--- src/rtl/spi_pwm_pkg.sv ---
// rtl/spi_pwm_pkg.sv - shared frame layout and controller state encoding for the SPI PWM link
package spi_pwm_pkg;

  localparam int FRAME_BITS   = 16;
  localparam int NUM_CHANNELS = 7;
  localparam int WR_BIT       = 15;
  localparam int CH_MSB       = 14;
  localparam int CH_LSB       = 12;

  typedef enum logic [1:0] {
    IDLE = 2'd0,
    LOW  = 2'd1,
    HIGH = 2'd2,
    DONE = 2'd3
  } state_e;

  // Reads carry a zero duty byte so the driver never sees stale data on a read frame.
  function automatic logic [FRAME_BITS-1:0] build_frame(input logic write,
                                                        input logic [2:0] channel,
                                                        input logic [7:0] duty);
    logic [FRAME_BITS-1:0] f;
    f = '0;
    f[WR_BIT] = write;
    f[CH_MSB:CH_LSB] = channel;
    f[7:0] = write ? duty : 8'h00;
    return f;
  endfunction

endpackage

--- src/rtl/spi_pwm_controller_clk_div.sv ---
// rtl/spi_pwm_controller_clk_div.sv - loadable half-period down-counter for sclk generation
module spi_clk_div #(
  parameter logic [7:0] LOAD_VALUE = 8'd3
) (
  input  logic clk,
  input  logic reset,
  input  logic load,
  output logic tick
);

  logic [7:0] count;

  // Reload on every state entry; otherwise count down and park at zero instead of wrapping.
  always_ff @(posedge clk) begin
    if (reset) begin
      count <= LOAD_VALUE;
    end else if (load) begin
      count <= LOAD_VALUE;
    end else if (count != 8'd0) begin
      count <= count - 8'd1;
    end
  end

  assign tick = (count == 8'd0);

endmodule

--- src/rtl/spi_pwm_controller.sv ---
// rtl/spi_pwm_controller.sv - SPI mode-0 master that writes and reads back PWM driver duty bytes
import spi_pwm_pkg::*;

module spi_pwm_controller #(
  parameter int CLK_DIV = 4
) (
  input  logic       clk,
  input  logic       reset,
  input  logic       cmd_valid,
  output logic       cmd_ready,
  input  logic       cmd_write,
  input  logic [2:0] cmd_channel,
  input  logic [7:0] cmd_duty,
  output logic       rsp_valid,
  output logic [7:0] rsp_data,
  output logic       err,
  output logic       sclk,
  output logic       mosi,
  input  logic       miso
);

  localparam logic [7:0] DIV_LOAD = 8'(CLK_DIV - 1);
  localparam logic [3:0] LAST_BIT = 4'(FRAME_BITS - 1);

  state_e                state;
  state_e                state_next;
  logic [FRAME_BITS-1:0] shift;
  logic [3:0]            bit_cnt;
  logic [7:0]            rx;
  logic                  tick;
  logic                  load;
  logic                  accept;
  logic                  legal;

  assign accept = cmd_valid & cmd_ready;
  assign legal  = (int'(cmd_channel) < NUM_CHANNELS);
  // Every state change restarts the half-period so LOW and HIGH last exactly CLK_DIV cycles.
  assign load   = (state_next != state);

  spi_clk_div #(
    .LOAD_VALUE(DIV_LOAD)
  ) u_clk_div (
    .clk  (clk),
    .reset(reset),
    .load (load),
    .tick (tick)
  );

  // State register.
  always_ff @(posedge clk) begin
    if (reset) begin
      state <= IDLE;
    end else begin
      state <= state_next;
    end
  end

  // Next-state decode and SPI pin drive; sclk/mosi come straight from state so reset clears them at once.
  always_comb begin
    state_next = state;
    cmd_ready  = 1'b0;
    sclk       = 1'b0;
    mosi       = 1'b0;
    rsp_valid  = 1'b0;
    case (state)
      IDLE: begin
        cmd_ready = 1'b1;
        if (cmd_valid && legal) begin
          state_next = LOW;
        end
      end
      LOW: begin
        mosi = shift[FRAME_BITS-1];
        if (tick) begin
          state_next = HIGH;
        end
      end
      HIGH: begin
        sclk = 1'b1;
        mosi = shift[FRAME_BITS-1];
        if (tick) begin
          state_next = (bit_cnt == 4'd0) ? DONE : LOW;
        end
      end
      DONE: begin
        rsp_valid  = 1'b1;
        state_next = IDLE;
      end
      default: begin
        state_next = IDLE;
      end
    endcase
  end

  // Frame shifter, miso capture, response latch and illegal-channel error pulse.
  always_ff @(posedge clk) begin
    if (reset) begin
      shift    <= '0;
      bit_cnt  <= '0;
      rx       <= '0;
      rsp_data <= '0;
      err      <= 1'b0;
    end else begin
      err <= accept & ~legal;
      if (accept && legal) begin
        shift   <= build_frame(cmd_write, cmd_channel, cmd_duty);
        bit_cnt <= LAST_BIT;
      end
      // miso is taken on the edge that raises sclk; only the last 8 bits matter.
      if (state == LOW && tick) begin
        rx <= {rx[6:0], miso};
      end
      if (state == HIGH && tick) begin
        if (bit_cnt == 4'd0) begin
          rsp_data <= rx;
        end else begin
          bit_cnt <= bit_cnt - 4'd1;
          shift   <= {shift[FRAME_BITS-2:0], 1'b0};
        end
      end
    end
  end

endmodule

--- config.mk ---
export PLATFORM = sky130hd
export DESIGN_NAME = spi_pwm_controller
export DESIGN_NICKNAME = d
export VERILOG_FILES = /design/src/rtl/spi_pwm_pkg.sv /design/src/rtl/spi_pwm_controller_clk_div.sv /design/src/rtl/spi_pwm_controller.sv
export SDC_FILE = /design/constraint.sdc
export NUM_CORES = 1
export LEC_CHECK = 0
export BUFFER_PORTS_ARGS = -buffer_cell sky130_fd_sc_hd__buf_2
export CELL_PAD_IN_SITES_DETAIL_PLACEMENT = 2
export CELL_PAD_IN_SITES_GLOBAL_PLACEMENT = 2
export CORE_UTILIZATION = 30
export CTS_CLUSTER_DIAMETER = 120
export CTS_CLUSTER_SIZE = 20
export DETAILED_ROUTE_END_ITERATION = 7
export GPL_ROUTABILITY_DRIVEN = 0
export GPL_TIMING_DRIVEN = 1
export PLACE_DENSITY_LB_ADDON = 0.12
export SKIP_LAST_GASP = 1
export SLEW_MARGIN = 20
export SYNTH_ARGS = -nofsm -noshare
export SYNTH_HDL_FRONTEND = slang
export SYNTH_SLANG_ARGS = --single-unit
--- constraint.sdc ---
create_clock -name clk -period 3.9 [get_ports clk]
set_input_delay 0.585 -clock clk [delete_from_list [all_inputs] [get_ports clk]]
set_output_delay 0.585 -clock clk [all_outputs]
set_load 0.02 [all_outputs]
==> run_results.csv, run 1 <==
group,metric,value,unit
yosys,synthCells,244,
floorplanning,rows,31,
layout,drive_gt1_frac,0.216,
layout,multi_input_area,1250,um^2
global_routing,grt_max_degree,42,
status,status,"finished clean",
clock_network,clk_latency,0.30,ns
route,drtIter0Drc,54,
layout,n_antenna_cell,0,
power_and_ir_drop,internal_power,0.743,mW
clock_network,hold_buffers,0,
sta,fin_worst_skew,0.00423,ns
sta,period_needed,2.21,ns
power_and_ir_drop,swShare,0.273,
sta,slew-limit-headroom,0.391,
sta,max_freq,452,MHz
yosys,synth_top_cells_by_area,"dfxtp_1 41%, mux2i_1 8.3%, a311oi_2 7.2%",
worst_setup_path,r2r_setup_slack,1.69,ns
floorplanning,die_h,89.6,um
sta,slew_violations,0,
route,dr.pass1.iters,4,
place,place_area,2490,um^2
global_routing,grt_pass1_wl,9480,um
hold_path,worstHoldPathCells,2,
power_and_ir_drop,p_sw,0.279,mW
clock_network,clock_tree.root_cell,"clkbuf_8",
route,route.detailed.drc,0,
route,vias,1862,
power_and_ir_drop,power.share.sequential,0.502,
sta,setup_tns,0,ns
sta,worst_pin_slew,0.914,ns
yosys,ys.flop_type,"dfxtp_1",
power_and_ir_drop,p_leak,1.11,nW
sta,final_hold_viol_count,0,
clock_network,clkTransAtPathRegs,0.09,ns
layout,final-seq-area,941,um^2
route,avgRoutedWirePerCell,15.8,um
route,drtAntennaViolNets,0,
yosys,synth_edf_count,0,
sta,period_share,0.567,
hold_path,hp-class,"flip-flop to flip-flop",
clock_network,numCtsBuffers,5,
worst_setup_path,critPathArrivalTime,2.37,ns
place,dp_hpwl,4060,um
yosys,synth_nets,269,
flow_run,maxCapViolations,0,
route,via_per_inst,5.07,
yosys,avgSynthCellArea,9.44,um^2
layout,stdcell_area,2610,um^2
sta,finalSetupViolations,0,
layout,nFillCells,835,
floorplanning,die_area,8030,um^2
worst_setup_path,worst-path-max-fanout,27,
power_and_ir_drop,pwr-share-clk,0.362,
global_routing,grt_usage,0.155,
yosys,ys_async_sr_fraction,0,
worst_setup_path,worstPathRequired,4.05,ns
global_routing,antenna_found_initial,0,
clock_network,htree_num_levels,2,
power_and_ir_drop,p_per_area,392,nW/um^2
yosys,yosysWarnings,0,
floorplanning,die_w,89.6,um
yosys,netlist_area,2300,um^2
yosys,ys_ff_latch,47,
route,wl,5790,um
worst_setup_path,r2r_cells,4,
layout,area_growth_syn_to_layout,13.1,%
clock_network,clock_sinks,47,
floorplanning,core,7330,um^2
floorplanning,initial_utilization,0.314,
floorplanning,io_pins,29,
worst_setup_path,criticalPathCategory,"flip-flop to flip-flop",
worst_setup_path,r2r-start,"u_clk_div.count[2]$_SDFFE_PP0P_",
global_routing,grt_pass1_vias,1913,
worst_setup_path,reg2reg_to,"shift[3]$_SDFF_PP0_",
worst_setup_path,critPathLaunchType,"flip-flop",
clock_network,post-cts-setup-buffers,0,
yosys,synth_cell_types,45,
yosys,synthTopCellsByCount,"47 x dfxtp_1, 35 x nor2_1, 25 x nand2_1",
yosys,synth_top_area_cell,"dfxtp_1",
power_and_ir_drop,power_frac_comb,0.136,
place,port_buffers,28,
yosys,yosysSeqAreaShare,0.408,
yosys,yosysTopAreaCellShare,0.408,
global_routing,grt.overflow.total,0,
clock_network,cts_tree,"yes",
yosys,yosysMostFrequentCell,"dfxtp_1",
worst_setup_path,worst_setup_path_end_kind,"flip-flop",
power_and_ir_drop,vdd_drop_max,0.126,mV
clock_network,post_cts_resized,0,
hold_path,worstHoldEndpoint,"shift[11]$_SDFF_PP0_",
hold_path,hold_start,"shift[10]$_SDFF_PP0_",
layout,fin_nets,292,
clock_network,cts_buffer_depth,2,
sta,rsz0062_at_grt,"no",
-- placed cells by master (no fill, tap or decap), drive strengths merged, types with 4 or more instances in the layout --
cell    netlist  routed
a21oi        10      10
a311oi       12      12
buf           7      29
clkbuf        6       5
dfxtp        47      47
ha            9       9
inv           9       9
mux2i        19      19
nand2        25      25
nand3        20      20
nor2         35      35
nor3          5       5
xnor2         4       4
-- layer usage --
layer / share of wire / up-vias / track usage
li1: - / 914 / -
met1: 0.50 / 915 / 0.208
met2: 0.45 / 25 / 0.248
met3: 0.028 / 8 / 0.0311
met4: 0.016 / 0 / 0.0519
met5: 0 / - / 0
-- power by group through the flow --
stage          logic, mW  registers [mW]  clock network [mW]
6_report           0.139           0.514               0.370
5_1_grt            0.155           0.517               0.399
4_1_cts            0.142           0.514               0.384
3_5_place_dp       0.141           0.525                   0
3_3_place_gp       0.136           0.525                   0
2_1_floorplan      0.105           0.521                   0
-- sequential cells by signal (all words and copies together) (netlist names) --
| register | flops |
|---|---|
| bit_cnt | 4 |
| err | 1 |
| rsp_data | 8 |
| rx | 8 |
| shift | 16 |
| state | 2 |
| u_clk_div.count | 8 |
-- worst max path at each step --
stage / start / to / slack (ns) / cells after the start
after global routing: u_clk_div.count[2]$_SDFFE_PP0P_ / shift[1]$_SDFF_PP0_ / 1.50 / 4
after floorplan: state[0]$_SDFF_PP0_ / u_clk_div.count[0]$_SDFFE_PP1P_ / 2.04 / 6
final: u_clk_div.count[2]$_SDFFE_PP0P_ / shift[3]$_SDFF_PP0_ / 1.69 / 4
after CTS: u_clk_div.count[2]$_SDFFE_PP0P_ / shift[3]$_SDFF_PP0_ / 1.66 / 4
after global placement: u_clk_div.count[2]$_SDFFE_PP0P_ / shift[14]$_SDFF_PP0_ / 1.74 / 4
after detailed placement: u_clk_div.count[2]$_SDFFE_PP0P_ / shift[3]$_SDFF_PP0_ / 1.66 / 4
-- area by class of cell --
class / instances / share of cell area
clock buffers: 5 / 0.0264
clock inverters: 3 / 0.0168
inverters: 9 / 0.0130
multi-input cells: 175 / 0.479
flip-flops and latches: 47 / 0.361
well taps: 99 / 0.0475
repair buffers: 29 / 0.0566
-- kinds of logic after synthesis --
group / count (synthesis) / synth area share
buffers and inverters: 22 / 0.0500
XOR/XNOR: 5 / 0.0190
AO/OA/AOI/OAI: 41 / 0.164
adder cells (fa/ha/maj): 9 / 0.0489
flip-flops: 47 / 0.408
multiplexers: 19 / 0.0826
AND/OR/NAND/NOR: 101 / 0.228
-- critical path, stage by stage, from the launching register on --
cell and delay [ns]:
dfxtp_1 0.39, nor4_4 0.69, nand4_4 0.59, nor2_1 0.31, a311oi_2 0.07
-- stage by stage --
| stage | worst slack (ns) | power (mW) | util | hold WS [ns] | cells |
|---|---|---|---|---|---|
| 2_1_floorplan | 2.04 | 0.626 | - | 0.432 | 244 |
| 3_3_place_gp | 1.74 | 0.661 | 0.340 | 0.446 | 359 |
| 3_5_place_dp | 1.66 | 0.667 | 0.340 | 0.451 | 359 |
| 4_1_cts | 1.66 | 1.04 | 0.356 | 0.466 | 367 |
| 5_1_grt | 1.50 | 1.07 | 0.356 | 0.495 | 367 |
| 6_report | 1.69 | 1.02 | 0.356 | 0.459 | 367 |
Power figures use the tool's default switching activity.
==> inputs of run 2 (changes only) <==
- clock period: 3.9 -> 1.8 ns (I/O delays scaled with it)
==> run 2 against run 1 <==
  * Critical endpoint is now u_clk_div.count[1]$_SDFFE_PP1P_
  * Worst hold slack worse by 0.27 ns
  * Core utilization is 5.2 points higher
  * Largest cell class unchanged
  * Design area is 15% higher
  * Setup slack worse by 1.7 ns
  * Combinational power grew to 3.0 times the previous value
  * Total power is 120% higher
==> run_results.csv, run 2 (same netlist as run 1, synthesis figures left out) <==
group,metric,value,unit
clock_network,htree_num_levels,2,
route,drtAntennaViolNets,0,
layout,regMostFlops,"shift",
floorplanning,rows,31,
route,drtIter0Drc,19,
place,dp_hpwl,4180,um
clock_network,clk_latency,0.31,ns
clock_network,cts_buffer_depth,2,
sta,rsz0062_at_grt,"yes",
worst_setup_path,criticalPathCategory,"flip-flop to flip-flop",
sta,slew-limit-headroom,0.657,
worst_setup_path,startpoint,"state[1]$_SDFF_PP0_",
status,status,"finished clean",
layout,stdcell_area,2990,um^2
floorplanning,io_pins,29,
layout,layout_commonest_cell,"dfxtp_1",
hold_path,hp-class,"primary input to flip-flop",
worst_setup_path,critPathLaunchType,"flip-flop",
worst_setup_path,worstSetupEndpoint,"u_clk_div.count[1]$_SDFFE_PP1P_",
sta,period_needed,1.79,ns
worst_setup_path,r2r-start,"state[1]$_SDFF_PP0_",
layout,final_cell_mix,"43 x dfxtp_1, 34 x nor2_1, 29 x buf_4",
place,place_area,2700,um^2
route,dr.pass1.iters,4,
power_and_ir_drop,p_leak,1.30,nW
floorplanning,die_area,8030,um^2
global_routing,grt_pass1_vias,2114,
floorplanning,die_h,89.6,um
global_routing,grt_pass1_wl,10300,um
floorplanning,die_w,89.6,um
worst_setup_path,cp.buffers_inverters,1,
worst_setup_path,cp_slowest_stage_delay,0.37,ns
worst_setup_path,reg2reg_to,"u_clk_div.count[1]$_SDFFE_PP1P_",
place,port_buffers,28,
hold_path,worstHoldPathCells,3,
hold_path,hold_start,"miso",
floorplanning,initial_utilization,0.314,
worst_setup_path,crit_chain,"buf_4, ha_2, and4bb_2, o211ai_1, a32oi_2, or3_1",
global_routing,antenna_found_initial,0,
route,route.detailed.drc,0,
worst_setup_path,worstPathRequired,1.99,ns
layout,drive_gt1_frac,0.365,
clock_network,numCtsBuffers,5,
sta,slew_violations,0,
global_routing,grt_max_degree,41,
sta,fin_worst_skew,0.00807,ns
sta,worst_pin_slew,0.515,ns
power_and_ir_drop,p_per_area,746,nW/um^2
worst_setup_path,crit_family,"simple AND/OR/NAND/NOR gates",
floorplanning,core,7330,um^2
layout,fin_util,0.407,
sta,setup_tns,0,ns
worst_setup_path,critPathArrivalTime,1.98,ns
layout,area_growth_syn_to_layout,29.6,%
route,vias,1988,
sta,final_hold_viol_count,0,
worst_setup_path,worst-path-max-fanout,4,
route,avgRoutedWirePerCell,15.6,um
layout,largest_register_ffs,16,
sta,finalSetupViolations,0,
power_and_ir_drop,vdd_drop_max,0.325,mV
layout,n_antenna_cell,0,
global_routing,grt_usage,0.171,
sta,max_freq,559,MHz
route,via_per_inst,4.97,
worst_setup_path,r2r_cells,6,
layout,layout.cells.non_filler,400,
clock_network,cts_tree,"yes",
place,dp.cells,381,
power_and_ir_drop,power,2.23,mW
clock_network,clkTransAtPathRegs,0.09,ns
global_routing,grt.overflow.total,0,
worst_setup_path,cp_num_cells,6,
clock_network,clock_tree.root_cell,"clkbuf_8",
sta,period_share,0.994,
worst_setup_path,worst_setup_path_end_kind,"flip-flop",
worst_setup_path,slowest_stage,"or3_1",
clock_network,clock_sinks,47,
layout,fin_nets,325,
flow_run,maxCapViolations,0,
worst_setup_path,r2r_setup_slack,0.01,ns
route,wl,6250,um
==> run 2: layer usage <==
metal / up-vias / share of wire / GRT usage
li1: 987 / - / -
met1: 976 / 0.51 / 0.226
met2: 21 / 0.46 / 0.282
met3: 4 / 0.022 / 0.0411
met4: 0 / 0.0080 / 0.0361
met5: - / 0 / 0
==> run 2: report_power, final <==
group	total (mW)	switching, mW	internal, mW
clock	0.702	0.388	0.314
sequential	1.11	0.0325	1.08
combinational	0.413	0.220	0.193
total	2.23	0.640	1.59
==> run 2: worst min path at each step <==
stage / to / slack [ns]
after floorplan: rx[0]$_SDFFE_PP0P_ / 0.41
after global placement: shift[11]$_SDFF_PP0_ / 0.45
after CTS: rx[0]$_SDFFE_PP0P_ / 0.19
final: rx[0]$_SDFFE_PP0P_ / 0.19
after detailed placement: shift[11]$_SDFF_PP0_ / 0.45
after global routing: rx[0]$_SDFFE_PP0P_ / 0.21
==> run 2: worst register-to-register path, cell delays in order, from the launching register on <==
cell,delay [ns]
dfxtp_1,0.32
buf_4,0.14
ha_2,0.19
and4bb_2,0.25
o211ai_1,0.27
a32oi_2,0.13
or3_1,0.37
==> run 2: repair_timing <==
item	CTS	global route
endpoints found under the setup margin	32	38
resized for setup	10	13
cloned	1	0
pin swaps	5	9
hold buffers	0	0
setup buffers	5	5
==> run 2: cell type report <==
cell class	instances	area, um^2
Fill cell	816	4350
Sequential cell	47	946
Multi-Input combinational cell	175	1310
Clock buffer	6	82.6
Timing Repair Buffer	62	470
Inverter	9	33.8
Tap cell	99	124
Clock inverter	2	16.3
==> run 2: stage by stage <==
step           setup slack, ns  hold WS, ns
3_3_place_gp           -0.0112        0.447
6_report                0.0110        0.193
5_1_grt                -0.0853        0.212
4_1_cts                0.00476        0.186
2_1_floorplan           0.0151        0.414
3_5_place_dp           -0.0250        0.451
